[src/rtl/sysdefs.sv]
// sysdefs: solver-wide sizing macros and the implication record shared by the
// conflict detector and the implication stack.
`ifndef MAX_VARS
`define MAX_VARS 16
`endif
`ifndef MAX_VARS_BITS
`define MAX_VARS_BITS 4
`endif
package sysdefs;
  localparam int MAX_VARS = `MAX_VARS;
  localparam int VAR_W = `MAX_VARS_BITS;
  typedef logic [VAR_W-1:0] var_idx_t;
  typedef struct packed {
    var_idx_t var_idx;
    logic val;
  } implication_t;
endpackage

[src/rtl/seen_bitmap.sv]
// seen_bitmap: one bit per variable, marking variables already implied since the last flush.
module seen_bitmap #(
  parameter int IDX_W = 4
) (
  input  logic             clock,
  input  logic             reset,
  input  logic             clear,
  input  logic             set,
  input  logic [IDX_W-1:0] idx,
  output logic             hit
);
  logic [(2**IDX_W)-1:0] bits;
  assign hit = bits[idx];
  always_ff @(posedge clock)
    if (reset || clear) bits <= '0;
    else if (set) bits[idx] <= 1'b1;
endmodule

[src/rtl/implication_stack.sv]
// implication_stack: LIFO of unique implications feeding unit propagation,
// with duplicate filtering, occupancy status and flush on conflict/backtrack.
module implication_stack
  import sysdefs::*;
#(
  parameter int DEPTH = `MAX_VARS,
  parameter int IDX_W = `MAX_VARS_BITS,
  parameter int CNT_W = $clog2(DEPTH + 1)
) (
  input  logic             clock,
  input  logic             reset,
  input  logic             push_en,
  input  logic [IDX_W-1:0] push_var_idx,
  input  logic             push_val,
  input  logic             pop_en,
  input  logic             clear,
  output logic [IDX_W-1:0] top_var_idx,
  output logic             top_val,
  output logic             empty,
  output logic             full,
  output logic [CNT_W-1:0] count,
  output logic             dup_drop,
  output logic             underflow,
  output logic             overflow
);
  localparam int PTR_W = DEPTH > 1 ? $clog2(DEPTH) : 1;
  implication_t entry [DEPTH];
  logic [CNT_W-1:0] sp;
  logic [PTR_W-1:0] top_ptr, wr_ptr;
  logic hit, do_pop, fits, push_ok, drop_full;
  seen_bitmap #(.IDX_W(IDX_W)) u_seen (
    .clock(clock),
    .reset(reset),
    .clear(clear),
    .set(push_ok && !clear),
    .idx(push_var_idx),
    .hit(hit)
  );
  assign count = sp;
  assign empty = sp == '0;
  assign full = sp == CNT_W'(DEPTH);
  assign do_pop = pop_en && !empty;
  // the pop frees a slot before the push is judged, so push+pop while full fits
  assign fits = !full || do_pop;
  assign push_ok = push_en && !hit && fits;
  assign drop_full = push_en && !hit && !fits;
  assign top_ptr = PTR_W'(sp - CNT_W'(1));
  assign wr_ptr = do_pop ? top_ptr : PTR_W'(sp);
  assign top_var_idx = empty ? '0 : IDX_W'(entry[top_ptr].var_idx);
  assign top_val = empty ? 1'b0 : entry[top_ptr].val;
  always_ff @(posedge clock)
    if (push_ok && !clear && !reset)
      entry[wr_ptr] <= '{var_idx: var_idx_t'(push_var_idx), val: push_val};
  always_ff @(posedge clock)
    if (reset || clear) begin
      sp <= '0;
      overflow <= 1'b0;
      dup_drop <= 1'b0;
      underflow <= 1'b0;
    end else begin
      sp <= sp - CNT_W'(do_pop) + CNT_W'(push_ok);
      overflow <= overflow || drop_full;
      dup_drop <= push_en && hit;
      underflow <= pop_en && empty;
    end
endmodule

[config.mk]
export PLATFORM = sky130hd
export DESIGN_NAME = implication_stack
export DESIGN_NICKNAME = d
export VERILOG_FILES = /design/src/rtl/sysdefs.sv /design/src/rtl/seen_bitmap.sv /design/src/rtl/implication_stack.sv
export SDC_FILE = /design/constraint.sdc
export NUM_CORES = 1
export LEC_CHECK = 0
export CAP_MARGIN = 10
export CORE_AREA = 2 2 96 98
export DETAILED_ROUTE_END_ITERATION = 10
export DIE_AREA = 0 0 98 100
export HOLD_SLACK_MARGIN = 0.15
export PLACE_DENSITY = 0.73
export SETUP_SLACK_MARGIN = 0.3
export SYNTH_ARGS = -nofsm -noshare
export SYNTH_HDL_FRONTEND = slang
export SYNTH_SLANG_ARGS = --single-unit
export TNS_END_PERCENT = 10
[constraint.sdc]
create_clock -name clock -period 8.2 [get_ports clock]
set_clock_uncertainty 0.15 [all_clocks]
set_input_delay 1.23 -clock clock [delete_from_list [all_inputs] [get_ports clock]]
set_output_delay 1.23 -clock clock [all_outputs]
set_load 0.03 [all_outputs]
==> summary.txt <==
Status
  • Status: complete, no violations

Synth
  • Top post-synthesis cells by area: edfxtp_1, mux4_2, dfxtp_1, a2111oi_1, ha_1
  • Library cells used by synthesis: 50
  • Register area share after synthesis: 61.1%
  • Synth Flop Type: edfxtp_1
  • Area fraction of the dominant cell type after synthesis: 50.9%
  • Post-synth top cells: edfxtp_1, nand2_1, dfxtp_1
  • YS warnings: 0
  • Flops & latches, synth: 104
  • Syn_nets: 344
  • Cells after synthesis: 324
  • Mapped Avg Cell Area: 14.6 um^2
  • Largest area contributor in the netlist: edfxtp_1
  • Post-synthesis async set-or-reset flop share: 0%
  • Top-count cell post-synth: edfxtp_1
  • EDFF count, synth: 80
  • Post-Syn Area: 4720 um^2

Floorplan
  • Core ar.: 8890 um^2
  • I/O pin cnt: 25
  • Initial Util: 53.1%
  • Die Wd: 98 um
  • DIE AREA: 9800 um^2
  • Die Y: 100 um
  • Core Rows: 35

GRT
  • Number of global-route vias before repair: 2864
  • Global route overflow: 0
  • Largest net degree at the start of global routing: 30
  • Total track usage: 20.8%
  • First-pass GRT wire length: 15.4 mm
  • Initial antenna violation count: 0

Hold path
  • Type of the worst min-delay path: reg2reg
  • Hold path start: u_seen.bits[6]$_SDFFE_PP0N_

Worst setup path
  • CP Launch Type: register
  • Peak fanout along the critical path: 29
  • WP data arrival: 4.09 ns
  • CP endpoint kind: output port
  • Cell Chain, Critical Path: inv_1 -> ha_1 -> mux4_2 -> nand2_1 -> nand3_1 -> and3_1 -> clkdlybuf4s50_1
  • Reg-to-reg startpoint: count[0]$_SDFF_PP0_
  • WP data required: 6.82 ns
  • WS Path Type: reg2out
  • CP peak stage delay: 1.05 ns
  • Slowest-stage cell, CP: ha_1
  • CP delay by family, top: adder cells
  • Worst Path Buf+Inv: 2
  • Launch point of the worst path: count[0]$_SDFF_PP0_

Final layout
  • Antenna cells: 0
  • NumNets Final: 375
  • Layout area overhead: 12.6%
  • Layout cells sized above 1: 16.7%

CTS
  • Clock latency on the worst-skew pair: 0.37 ns
  • Post_cts resized: 0
  • CTS buffer count: 9
  • CTS root buffer: clkbuf_8
  • Reg clk slew, reported paths: 0.10 ns
  • Clock buffer depth: 2
  • CTS Hold Bufs: 0
  • H-tree depth: 3
  • Setup Fix Bufs, Post-CTS: 0
  • Clock Sinks: 104
  • CTS tree: built

Detailed routing
  • Post-DR wirelength/cell: 20.4 um
  • Via count: 2912
  • Wirelength, routed: 9.62 mm
  • Antenna viol nets, final: 0
  • Initial DRT Pass Iterations: 5
  • Mean number of vias per cell: 6.18
  • DR DRC count: 0
  • DR iter-0 viols: 228

Power and ir drop
  • Gate power share: 41.1%
  • VDD IR max: 0.258 mV
  • Pwr dens: 303 nW/um^2
  • P_leak: 1.74 nW
  • Internal cell power: 0.996 mW
  • P_sw: 0.617 mW
  • Sw Share: 38.3%
  • Reg power frac: 38.7%
  • Clock power share: 20.2%

Timing
  • Finish-stage setup viols: 0
  • Final period util: 66.7%
  • Peak Freq: 183 MHz
  • Worst slew pin tran: 1.19 ns
  • Final worst slack: 2.73 ns
  • Relative slew slack: 20.1%
  • Final slew viol count: 0
  • Final hold violation count: 0
  • Fin Setup TNS: 0 ns
  • RSZ-0062 raised after global routing: false
  • Final min period: 5.47 ns

Flow run
  • Max-cap violations: 0

Placement
  • IO Port Bufs: 24
  • GP Congestion: 0.885
  • Setup WS pre-CTS: 2.75 ns
  • Hpwl dp: 6.45 mm
## worst register-to-register path: stages, from the launching register on
cell and delay, ns:
dfxtp_2 0.93, inv_1 0.27, ha_1 1.05, a31oi_1 0.46, a2111oi_1 1.02
## final cells by class
cell class,count,area (um^2)
clock inverter,7,80.1
inverter,11,41.3
sequential,104,2880
clock buffer,9,124
tap,111,139
multi-input combinational,191,1710
timing repair buffer,38,338
fill,698,3570
## final timing paths
path	end	slack, ns	cells past startpoint
hold / removal	u_seen.bits[6]$_SDFFE_PP0N_	0.32	2
setup reg to reg	entry[0][4]$_DFFE_PP_	3.95	4
setup / recovery	top_var_idx[0]	2.73	7
hold reg to reg	u_seen.bits[6]$_SDFFE_PP0N_	0.32	2
## registers in the layout, indices dropped and copies added, names as in the netlist
register and cells:
entry 80, count 5, u_seen.bits 16, overflow 1
dup_drop 1, underflow 1
## power by group through the flow
stage	clock, mW	combinational (mW)	sequential, mW
after floorplan	0	0.462	0.626
after global placement	0	0.648	0.637
after CTS	0.329	0.660	0.626
after global routing	0.355	0.717	0.631
after detailed placement	0	0.657	0.638
final	0.325	0.663	0.625
## per-layer routing
metal,up-vias,part of all wire (%),GRT usage (%)
li1,1349,-,-
met1,1428,45,29.9
met2,115,47,31.9
met3,20,5.7,3.90
met4,0,2.2,7.69
met5,-,0,0
## layout by cell type, fill, tap and decap left out, types with 5 or more instances in the layout
master           instances
nand3_1                 14
clkdlybuf4s50_1         24
and3_1                   7
dfxtp_1                 23
a2111oi_1               14
inv_1                   10
buf_4                   11
nor4b_1                  5
nand2_1                 30
ha_1                     9
edfxtp_1                80
mux4_2                  22
o21ai_0                  6
mux2i_1                  5
nor3_1                   5
and2_1                   6
nor2_1                   8
clkbuf_8                 9
## kinds of logic (layout without fill, tap and decap cells)
family / Yosys count / in the layout / share of synthesized area (%)
compound gates: 52 / 52 / 8.80
mux: 31 / 31 / 12.6
xor+xnor: 7 / 7 / 1.30
buf+inv: 29 / 65 / 2.70
simple gates: 91 / 91 / 10.7
fa+ha+maj: 10 / 10 / 2.81
flops: 104 / 104 / 61.1
## through the flow
stage                     hold WS (ns)  instance area [um^2]  power (mW)  util, %  std cells
after CTS                        0.321                  5300        1.62     59.6        468
after global placement           0.297                  5100        1.29     57.3        452
after global routing             0.336                  5320        1.70     59.8        471
final                            0.323                  5320        1.61     59.8        471
after floorplan                  0.278                  4720        1.09        -        324
after detailed placement         0.305                  5100        1.29     57.3        452
Power figures use the tool's default switching activity.
